--- config.mk ---
export PLATFORM = sky130hd
export DESIGN_NAME = alu_op_sequencer
export DESIGN_NICKNAME = d
export VERILOG_FILES = /design/src/rtl/alu_op_sequencer.sv
export SDC_FILE = /design/constraint.sdc
export NUM_CORES = 1
export LEC_CHECK = 0
export BUFFER_PORTS_ARGS = -buffer_cell sky130_fd_sc_hd__buf_4
export CORE_AREA = 2 2 70 72
export DETAILED_ROUTE_END_ITERATION = 16
export DIE_AREA = 0 0 72 74
export HOLD_SLACK_MARGIN = 0.03
export MAX_ROUTING_LAYER = met4
export PLACE_DENSITY = 0.82
export SKIP_CTS_REPAIR_TIMING = 1
export SLEW_MARGIN = 20
export SYNTH_ARGS = -nofsm -noshare
export SYNTH_HDL_FRONTEND = slang
export SYNTH_SLANG_ARGS = --single-unit
--- constraint.sdc ---
create_clock -name clk -period 3.5 [get_ports clk]
set_clock_uncertainty 0.1 [all_clocks]
set_input_delay 0.35 -clock clk [delete_from_list [all_inputs] [get_ports clk]]
set_output_delay 0.35 -clock clk [all_outputs]
set_load 0.01 [all_outputs]
--- src/rtl/alu_op_sequencer.sv ---
// Clocked ALU operand sequencer: read operand, dispatch to one functional unit, write back result.
// Optional EXEC watchdog enabled by defining ALU_SEQ_TIMEOUT_EN.
`timescale 1ns/1ps
module alu_op_sequencer #(
   parameter int unsigned          DATA_W    = 8,
   parameter int unsigned          N_UNITS   = 8,
   parameter int unsigned          OP_W      = 3,
   parameter logic [N_UNITS-1:0]   UNIT_MASK = 8'b1011_1111,
   parameter int unsigned          TIMEOUT   = 255
) (
   input  logic                        clk,
   input  logic                        rst_n,
   input  logic                        start,
   input  logic [OP_W-1:0]             opcode,
   input  logic [DATA_W-1:0]           data_in,
   output logic                        rd,
   output logic                        wr,
   output logic [DATA_W-1:0]           data_out,
   output logic                        busy,
   output logic                        done,
   output logic                        error,
   output logic [N_UNITS-1:0]          unit_start,
   output logic [DATA_W-1:0]           unit_data,
   input  logic [N_UNITS-1:0]          unit_done,
   input  logic [N_UNITS*DATA_W-1:0]   unit_result
);

   localparam int unsigned NSLOT = 2 ** OP_W;

   if (TIMEOUT == 0 || NSLOT < N_UNITS) begin : g_bad_params
      $error("alu_op_sequencer: illegal TIMEOUT/OP_W/N_UNITS combination");
   end

   typedef enum logic [2:0] {
      StIdle, StRead, StCapture, StDispatch, StExec, StWrite, StFinish, StFault
   } state_e;

   state_e state_q, state_d;

   logic [OP_W-1:0]   op_q;
   logic [DATA_W-1:0] operand_q;
   logic [DATA_W-1:0] result_q;
   logic              rd_q, wr_q, busy_q, done_q, error_q;
   logic [N_UNITS-1:0] unit_start_q;

   logic [NSLOT-1:0]   mask_ext;
   logic [NSLOT-1:0]   done_ext;
   logic               op_ok;
   logic               unit_hit;
   logic [DATA_W-1:0]  result_sel;
   logic [N_UNITS-1:0] op_onehot;

   // Pad to the full opcode range so out-of-range opcodes index a zero bit.
   assign mask_ext = NSLOT'(UNIT_MASK);
   assign done_ext = NSLOT'(unit_done);
   assign op_ok    = (32'(opcode) < N_UNITS) && mask_ext[opcode];
   assign unit_hit = done_ext[op_q];

   always_comb begin
      result_sel = '0;
      op_onehot  = '0;
      for (int k = 0; k < int'(N_UNITS); k++) begin
         if (op_q == OP_W'(k)) begin
            result_sel   = unit_result[k*DATA_W +: DATA_W];
            op_onehot[k] = 1'b1;
         end
      end
   end

`ifdef ALU_SEQ_TIMEOUT_EN
   localparam int unsigned CNT_W = $clog2(TIMEOUT + 1);

   logic [CNT_W-1:0] cnt_q;
   logic             timed_out;

   // Counts EXEC cycles already spent; zero on the first EXEC cycle.
   always_ff @(posedge clk or negedge rst_n) begin
      if (!rst_n) begin
         cnt_q <= '0;
      end else if (state_q == StExec) begin
         cnt_q <= cnt_q + CNT_W'(1);
      end else begin
         cnt_q <= '0;
      end
   end

   assign timed_out = (cnt_q == CNT_W'(TIMEOUT - 1));
`endif

   always_ff @(posedge clk or negedge rst_n) begin
      if (!rst_n) begin
         state_q <= StIdle;
      end else begin
         state_q <= state_d;
      end
   end

   always_comb begin
      state_d = state_q;
      unique case (state_q)
         StIdle: begin
            if (start) begin
               state_d = op_ok ? StRead : StFault;
            end
         end
         StRead:     state_d = StCapture;
         StCapture:  state_d = StDispatch;
         StDispatch: state_d = StExec;
         StExec: begin
            // A unit_done arriving on the last allowed cycle still completes normally.
            if (unit_hit) begin
               state_d = StWrite;
`ifdef ALU_SEQ_TIMEOUT_EN
            end else if (timed_out) begin
               state_d = StFault;
`endif
            end
         end
         StWrite:  state_d = StFinish;
         StFinish: state_d = StIdle;
         StFault:  state_d = StIdle;
         default:  state_d = StIdle;
      endcase
   end

   // Datapath registers and outputs are flops keyed off the next state.
   always_ff @(posedge clk or negedge rst_n) begin
      if (!rst_n) begin
         op_q         <= '0;
         operand_q    <= '0;
         result_q     <= '0;
         rd_q         <= 1'b0;
         wr_q         <= 1'b0;
         busy_q       <= 1'b0;
         done_q       <= 1'b0;
         error_q      <= 1'b0;
         unit_start_q <= '0;
      end else begin
         if (state_q == StIdle && start) begin
            op_q <= opcode;
         end
         if (state_q == StCapture) begin
            operand_q <= data_in;
         end
         if (state_q == StExec && unit_hit) begin
            result_q <= result_sel;
         end
         rd_q         <= (state_d == StRead);
         wr_q         <= (state_d == StWrite);
         busy_q       <= (state_d != StIdle);
         done_q       <= (state_d == StFinish) || (state_d == StFault);
         error_q      <= (state_d == StFault);
         unit_start_q <= (state_d == StDispatch) ? op_onehot : '0;
      end
   end

   assign rd         = rd_q;
   assign wr         = wr_q;
   assign busy       = busy_q;
   assign done       = done_q;
   assign error      = error_q;
   assign unit_start = unit_start_q;
   assign unit_data  = operand_q;
   assign data_out   = result_q;

endmodule

==> results.yml, run 1 <==
drt:
  wl_per_cell_um: 15.9
  vias_per_cell: 5.24
  dr.pass1.iters: 4
  vias: 1777
  drc: 0
  first_iter_violations: 41
  antenna_left: 0
  totalWireLength_um: 5390
die:
  core_um2: 4600
  fp.dieW_um: 72
  fp.dieArea_um2: 5330
  die_height_um: 74
  io_pins: 115
  rows: 25
  start_util: 0.456
worst_setup_path:
  cp-start-kind: "flop"
  cp-end-kind: "flop"
  ff2ff_path_depth: 3
  cp.arrival_ns: 2.57
  critPathMaxFanout: 23
  critical_path_class: "flop to flop"
  cp-startpoint: "op_q[1]$_DFFE_PN0P_"
  required_ns: 3.57
  reg2reg_from: "op_q[1]$_DFFE_PN0P_"
synth:
  syn_area_per_cell_um2: 12.2
  muxShareOfSynthArea: 0.348
  ys_warn_count: 0
  synth_top_family_by_area: "multiplexers"
  ys_types: 31
  synth_xor_area_frac: 0
  synth.area.top_cells: "dfrtp_1 (42%), mux2i_1 (12%), mux4_1 (8.8%)"
  synth.cell_area_um2: 2090
  postSynthCellCount: 172
  yosysTopAreaCellShare: 0.418
  ys_seq_area_frac: 0.418
  synthAdderAreaFrac: 0
  syn_nets: 258
  synth_compound_area_frac: 0.0651
  yosys.area_share.simple: 0.0986
  synth-seq-cells: 35
  yosys.area.top_type: "dfrtp_1"
global_routing:
  first_global_vias: 1863
  grt_pass1_wl_um: 8580
  grt-ovfl-total: 0
  grtUsageTotal: 0.217
  grt_max_degree: 36
  grt_antenna_before_repair: 0
timing:
  worstMarginPinSlew_ns: 0.825
  fmax_mhz: 400
  fin_ws_ns: 0.999
  final.setup.tns_ns: 0
  rsz0062_at_grt: "no"
  hold_viol: 0
  max_slew_margin: 0.450
  finalCritPeriodShare: 0.715
  finalSetupViolCount: 0
  holdWs_ns: 0.192
  fin_crit_ns: 2.50
  maxSlewViolCount: 0
min_path:
  hp-class: "input pin to flop"
  hold_depth: 2
  min_from: "data_in[6]"
finish:
  n_antenna_cell: 0
  layout_common_cells: "buf_4 (116), dfrtp_1 (35), mux2i_1 (26), nand2_1 (14), mux2_2 (14)"
  fin_util: 0.665
  syn_to_final_growth_pct: 46.1
  drive_gt1_frac: 0.519
  fillerInstances: 370
  mostFrequentLayoutCell: "buf_4"
  multi_input_area_um2: 1070
  seq_area_um2: 876
  fin_nets: 370
  fin_area_um2: 3060
clock_tree:
  clock-sinks: 35
  cts_made_buffers: 5
  cts_root_buffer: "clkbuf_8"
  cts.htree.levels: 2
  path_clk_slew_ns: 0.07
  clock_latency_ns: 0.28
  clockBufferDepth: 2
  cts_tree: "done"
pwr:
  total_leakage_power_nw: 1.59
  irDropWorstVdd_mv: 0.319
  powerDensity_nw_per_um2: 747
placement:
  portBuffers: 114
  hpwl_um: 4200
  place_congestion: 0.866
  dp_slack_ns: 0.988
  place_area_um2: 2930
flow_run:
  maxCapViolCount: 0
run_status:
  status: "finished clean"
==> power breakdown <==
group	leakage [nW]	switching [mW]	internal (mW)	total, mW
sequential	0.439	0.176	0.560	0.736
combinational	1.09	0.484	0.695	1.18
clock	0.0612	0.141	0.230	0.371
==> worst max-delay path: stages (launching register included) <==
cell and delay, ns:
dfrtp_1 0.88, mux2_2 0.42, o211ai_2 0.58, mux2_2 0.40
==> cell usage after synthesis <==
library cell  instances
dfrtp_1              35
nand3_1               3
mux2_2               14
nor2_1                6
buf_8                 1
o211ai_1              1
buf_4                 1
or3_1                 1
buf_1                 1
a21oi_1               2
nor3_1                4
buf_2                 3
mux4_2                1
o211ai_2              1
mux4_1                7
o21ai_0               1
mux2_4                7
a311oi_2              1
inv_1                12
buf_6                 5
nor4_1                2
nand2b_1              9
a211oi_1              1
or2b_1                1
mux2i_1              26
or2_1                 1
clkbuf_1              1
o221ai_1              8
a2bb2oi_1             1
nand2_1              14
nand3b_1              1
==> layer usage <==
layer,wire length (µm),vias to the layer above,share of wire,GRT usage
met5,0,-,0,-
met4,163,0,0.030,0.105
met3,219,16,0.041,0.0434
met2,2900,64,0.54,0.371
met1,2110,848,0.39,0.244
li1,-,849,-,-
==> cells by family (layout without fill, tap and decap cells) <==
| group | after synthesis | count (layout) |
|---|---|---|
| flops | 35 | 35 |
| mux | 55 | 55 |
| simple gates | 42 | 42 |
| buf+inv | 24 | 137 |
| compound gates | 16 | 16 |
==> per-stage QoR <==
step           total power [mW]  instances
6_report                   2.29        339
5_1_grt                    2.43        339
4_1_cts                    2.30        338
3_5_place_dp               1.92        330
3_3_place_gp               1.88        330
2_1_floorplan              1.58        172
==> layout make-up <==
| class | instances | area share |
|---|---|---|
| Clock inverter | 2 | 0.0115 |
| Clock buffer | 6 | 0.0270 |
| Timing Repair Buffer | 117 | 0.288 |
| Tap cell | 54 | 0.0221 |
| Sequential cell | 35 | 0.286 |
| Inverter | 12 | 0.0147 |
| Multi-Input combinational cell | 113 | 0.351 |
==> path summary, 6_finish.rpt <==
check                                      endpoint  slack, ns
min                        unit_data[6]$_DFFE_PN0N_       0.19
max reg2reg                 data_out[7]$_DFFE_PN0P_        1.0
min in group asynchronous  unit_data[4]$_DFFE_PN0N_       0.45
min reg2reg                unit_data[6]$_DFFE_PN0N_       0.41
max in group asynchronous   data_out[5]$_DFFE_PN0P_       2.54
max                         data_out[7]$_DFFE_PN0P_        1.0
==> sequential cells by signal, indices dropped and copies added, names as in the netlist <==
signal and flops:
state_q 3, unit_start 8, unit_data 8, data_out 8
busy 1, error 1, op_q 3, rd 1
wr 1, done 1
Note: power is estimated with default switching activity, not from simulation.
==> run 2, diff against run 1 <==
- CORE_AREA: 2 2 70 72 -> 2 2 76 78
- DIE_AREA: 0 0 72 74 -> 0 0 78 80
- PLACE_DENSITY: 0.82 -> 0.74
- clock period: 3.5 -> 2.1 ns (I/O delays scaled with it)
==> run 2 against run 1 <==
Wire length is 2.9% higher. Worst setup slack got worse by 0.84 ns. Fmax rose by 29%. Total power rose by 67%. Sequential cell count stayed put. Clock power is 42% higher. Sequential power grew 49%. Via count rose by 0.84%. Critical endpoint is now data_out[6]$_DFFE_PN0P_.
==> results.yml, run 2 (synthesis results as in run 1) <==
clock_tree:
  path_clk_slew_ns: 0.07
  cts_root_buffer: "clkbuf_8"
  cts_tree: "done"
  cts_made_buffers: 5
  cts.htree.levels: 2
  clock_latency_ns: 0.29
  clockBufferDepth: 2
  clock-sinks: 35
global_routing:
  grt-ovfl-total: 0
  grt_pass1_wl_um: 8950
  grt_max_degree: 36
  grt_antenna_before_repair: 0
  gr-max-usage-layer: "met2"
  grtUsageTotal: 0.191
  first_global_vias: 1815
  grt_use_met2: 0.322
  met3_usage: 0.0317
  use_met1: 0.231
worst_setup_path:
  cp-endpoint: "data_out[6]$_DFFE_PN0P_"
  cp-startpoint: "op_q[1]$_DFFE_PN0P_"
  reg2reg_from: "op_q[1]$_DFFE_PN0P_"
  ff2ff_path_depth: 5
  reg2reg_to: "data_out[6]$_DFFE_PN0P_"
  slowest_delay_ns: 0.44
  critical_path_class: "flop to flop"
  cp_slowest_cell: "dfrtp_1"
  path_cells: "buf_4 -> mux2i_1 -> a2bb2oi_1 -> o211ai_4 -> mux2_4"
  required_ns: 2.17
  cp-end-kind: "flop"
  r2r_slack_ns: 0.16
  cp-start-kind: "flop"
  cp.arrival_ns: 2.01
  critPathMaxFanout: 17
drt:
  antenna_left: 0
  vias_per_cell: 4.94
  wl_per_cell_um: 15.3
  dr.pass1.iters: 4
  drc: 0
  vias: 1792
  first_iter_violations: 67
  totalWireLength_um: 5540
finish:
  syn_to_final_growth_pct: 48.9
  multi_input_area_um2: 1080
  fillerInstances: 492
  fin_util: 0.577
  n_antenna_cell: 0
  layout_common_cells: "buf_4 (122), dfrtp_1 (35), mux2i_1 (26), nand2_1 (14), mux2_2 (14)"
  drive_gt1_frac: 0.526
  seq_area_um2: 876
  mostFrequentLayoutCell: "buf_4"
  stdcell_count: 363
  fin_nets: 376
die:
  io_pins: 115
  fp.dieW_um: 78
  rows: 27
  core_um2: 5410
  fp.dieArea_um2: 6240
  die_height_um: 80
  start_util: 0.388
placement:
  hpwl_um: 4380
  portBuffers: 114
  place_inst: 354
  place_congestion: 0.803
pwr:
  powerDensity_nw_per_um2: 1220
  irDropWorstVdd_mv: 0.455
  power.total_mw: 3.82
  total_leakage_power_nw: 1.61
timing:
  fmax_mhz: 516
  worstMarginPinSlew_ns: 0.542
  rsz0062_at_grt: "no"
  fin_crit_ns: 1.94
  finalSetupViolCount: 0
  final.setup.tns_ns: 0
  hold_viol: 0
  max_slew_margin: 0.638
  maxSlewViolCount: 0
  finalCritPeriodShare: 0.923
run_status:
  status: "finished clean"
flow_run:
  maxCapViolCount: 0
min_path:
  hp-class: "input pin to flop"
==> run 2: changes by cell type in the layout (fill, tap and decap cells not counted), sizes merged <==
cell    change
buf         +6
clkinv      -1
bufinv      -1
clkbuf      +2
==> run 2: worst min-delay path by stage <==
stage                from                  endpoint  slack, ns  cells after the start
6_report       data_in[1]  unit_data[1]$_DFFE_PN0N_       0.05                      2
5_1_grt        data_in[3]  unit_data[3]$_DFFE_PN0N_       0.05                      2
4_1_cts             rst_n       op_q[1]$_DFFE_PN0P_      -0.22                      1
3_5_place_dp        rst_n  unit_data[6]$_DFFE_PN0N_       0.09                      1
3_3_place_gp        rst_n  unit_data[4]$_DFFE_PN0N_       0.08                      1
2_1_floorplan       rst_n            busy$_DFF_PN0_      -0.19                      0
==> run 2: final cells by class <==
cell class / count / area share
multi-input combinational: 113 / 0.347
inverter: 12 / 0.0144
tap: 72 / 0.0289
sequential: 35 / 0.281
timing repair buffer: 123 / 0.297
clock buffer: 8 / 0.0321
==> run 2: through the flow <==
step / worst slack [ns] / hold slack (ns) / cell area, µm²
after floorplan: 0.388 / -0.186 / 2090
after global placement: 0.126 / 0.0820 / 3000
after detailed placement: 0.0688 / 0.0907 / 3000
after CTS: 0.0587 / -0.224 / 3100
after global routing: 0.0509 / 0.0504 / 3120
final: 0.161 / 0.0540 / 3120
==> run 2: where the power goes <==
part / internal (mW) / switching [mW]
clock: 0.299 / 0.229
combinational: 1.22 / 0.962
sequential: 0.936 / 0.166
==> run 2: per-layer routing <==
metal  wire, µm  vias to the layer above
li1           -                      865
met1       2240                      864
met2       2940                       48
met3        218                       15
met4        145                        0
met5          0                        -
==> run 2: critical path, delay by kind of cell, from the launching register on <==
family / cells / cell delay [ns]
flip-flops: 1 / 0.44
buffers and inverters: 1 / 0.28
AO/OA/AOI/OAI: 2 / 0.53
multiplexers: 2 / 0.47
==> run 3, diff against run 2 <==
- CORE_AREA: 2 2 76 78 -> 2 2 80 74
- DIE_AREA: 0 0 78 80 -> 0 0 82 76
==> run 3 against run 2 <==
Utilization about the same. First-iteration DRC count rose by 54%. Combinational power barely moved. Worst hold slack got worse by 0.0021 ns. Sequential cell count is the same. Sequential share of layout area decreased by 0.30 points. Die area fell by 0.13%. Clock power is 19% higher. Cell area is 1.1% higher. Critical path depth stayed put. Total power up 3.2%. Critical path type unchanged. Critical endpoint unchanged. Largest power group unchanged.
==> results.yml, run 3 (synthesis results as in run 1) <==
run_status:
  status: "finished clean"
timing:
  maxSlewViolCount: 0
  max_slew_margin: 0.589
  fmax_mhz: 522
  hold_viol: 0
  worstMarginPinSlew_ns: 0.615
  fin_crit_ns: 1.92
  rsz0062_at_grt: "no"
  holdWs_ns: 0.0520
  finalCritPeriodShare: 0.913
  final.setup.tns_ns: 0
  finalSetupViolCount: 0
drt:
  antenna_left: 0
  top_layer_used: "met4"
  wl_met2_um: 2920
  wl_met3_um: 271
  first_iter_violations: 103
  wl_per_cell_um: 15.9
  vias: 1813
  drc: 0
  vias_per_cell: 4.99
  met1_length_um: 2460
  totalWireLength_um: 5770
  dr.pass1.iters: 4
finish:
  syn_to_final_growth_pct: 50.5
  fin_nets: 378
  layout_common_cells: "buf_4 (123), dfrtp_1 (35), mux2i_1 (26), nand2_1 (14), mux2_2 (14)"
  drive_gt1_frac: 0.532
  stdcell_count: 363
  fillerInstances: 488
  n_antenna_cell: 0
  mostFrequentLayoutCell: "buf_4"
  fin_area_um2: 3150
die:
  start_util: 0.383
  core_um2: 5470
  fp.dieArea_um2: 6230
  die_height_um: 76
  io_pins: 115
  fp.dieW_um: 82
  rows: 26
clock_tree:
  clock_latency_ns: 0.29
  cts_root_buffer: "clkbuf_8"
  cts_made_buffers: 5
  path_clk_slew_ns: 0.07
  cts_tree: "done"
  clock-sinks: 35
  cts.htree.levels: 2
  clockBufferDepth: 2
min_path:
  hp-class: "input pin to flop"
  min_from: "data_in[2]"
  hold_path_end: "unit_data[2]$_DFFE_PN0N_"
  hold_depth: 2
global_routing:
  grt_antenna_before_repair: 0
  grt-ovfl-total: 0
  grt_max_degree: 36
  grtUsageTotal: 0.204
  first_global_vias: 1959
  grt_pass1_wl_um: 9380
pwr:
  seqPwrFrac: 0.286
  pwr-share-comb: 0.555
  irDropWorstVdd_mv: 0.555
  p_sw_mw: 1.37
  total_leakage_power_nw: 1.63
  powerDensity_nw_per_um2: 1250
  p_clk_frac: 0.159
  switching_share: 0.347
  p_int_mw: 2.57
placement:
  place_congestion: 0.904
  place_inst: 354
  hpwl_um: 4630
  place_area_um2: 3020
  portBuffers: 114
worst_setup_path:
  reg2reg_to: "data_out[6]$_DFFE_PN0P_"
  critical_path_class: "flop to flop"
  r2r_slack_ns: 0.18
  critPathMaxFanout: 20
  cp.arrival_ns: 1.99
  reg2reg_from: "op_q[1]$_DFFE_PN0P_"
  ff2ff_path_depth: 5
  required_ns: 2.18
  cp-end-kind: "flop"
  cp-start-kind: "flop"
flow_run:
  maxCapViolCount: 0
[run 3: stage by stage]
step                setup WS (ns)  utilization  total power, mW
CTS                         0.169        0.575             3.97
floorplan                   0.388            -             2.63
global route               0.0866        0.577             4.22
detailed placement          0.180        0.553             3.33
global placement            0.257        0.553             3.27
finish                      0.184        0.577             3.94
[run 3: power groups by stage]
stage	clock network, mW	registers [mW]	logic, mW
detailed placement	0	1.14	2.20
CTS	0.640	1.12	2.21
floorplan	0	1.18	1.44
global route	0.671	1.17	2.38
global placement	0	1.13	2.14
finish	0.628	1.13	2.18
[run 3: worst max-delay path by stage]
| stage | cells after the start | slack [ns] | endpoint | startpoint |
|---|---|---|---|---|
| final | 5 | 0.18 | data_out[6]$_DFFE_PN0P_ | op_q[1]$_DFFE_PN0P_ |
| after global placement | 5 | 0.26 | data_out[1]$_DFFE_PN0P_ | op_q[1]$_DFFE_PN0P_ |
| after detailed placement | 5 | 0.18 | data_out[6]$_DFFE_PN0P_ | op_q[1]$_DFFE_PN0P_ |
| after global routing | 5 | 0.09 | data_out[4]$_DFFE_PN0P_ | op_q[1]$_DFFE_PN0P_ |
| after CTS | 5 | 0.17 | data_out[6]$_DFFE_PN0P_ | op_q[1]$_DFFE_PN0P_ |
| after floorplan | 6 | 0.39 | data_out[0]$_DFFE_PN0P_ | state_q[1]$_DFF_PN0_ |
[run 3: layout make-up]
class	count	area, µm²	share of cell area
clock buffer	6	82.6	0.0262
clock inverter	2	35.0	0.0111
inverter	12	45.0	0.0143
multi-input combinational	113	1070	0.340
sequential	35	876	0.278
tap	70	87.6	0.0278
timing repair buffer	125	953	0.303
[run 3: critical path, stage by stage, from the launching register on]
cell	delay, ns
dfrtp_1	0.51
buf_4	0.32
mux2i_1	0.23
mux4_1	0.25
o221ai_1	0.11
mux2_4	0.28
[run 3: per-layer routing]
metal  vias up  global-route usage
met3         9              0.0344
met2        59               0.330
met4         0              0.0717
met1       878               0.254
met5         -                   -
li1        867                   -
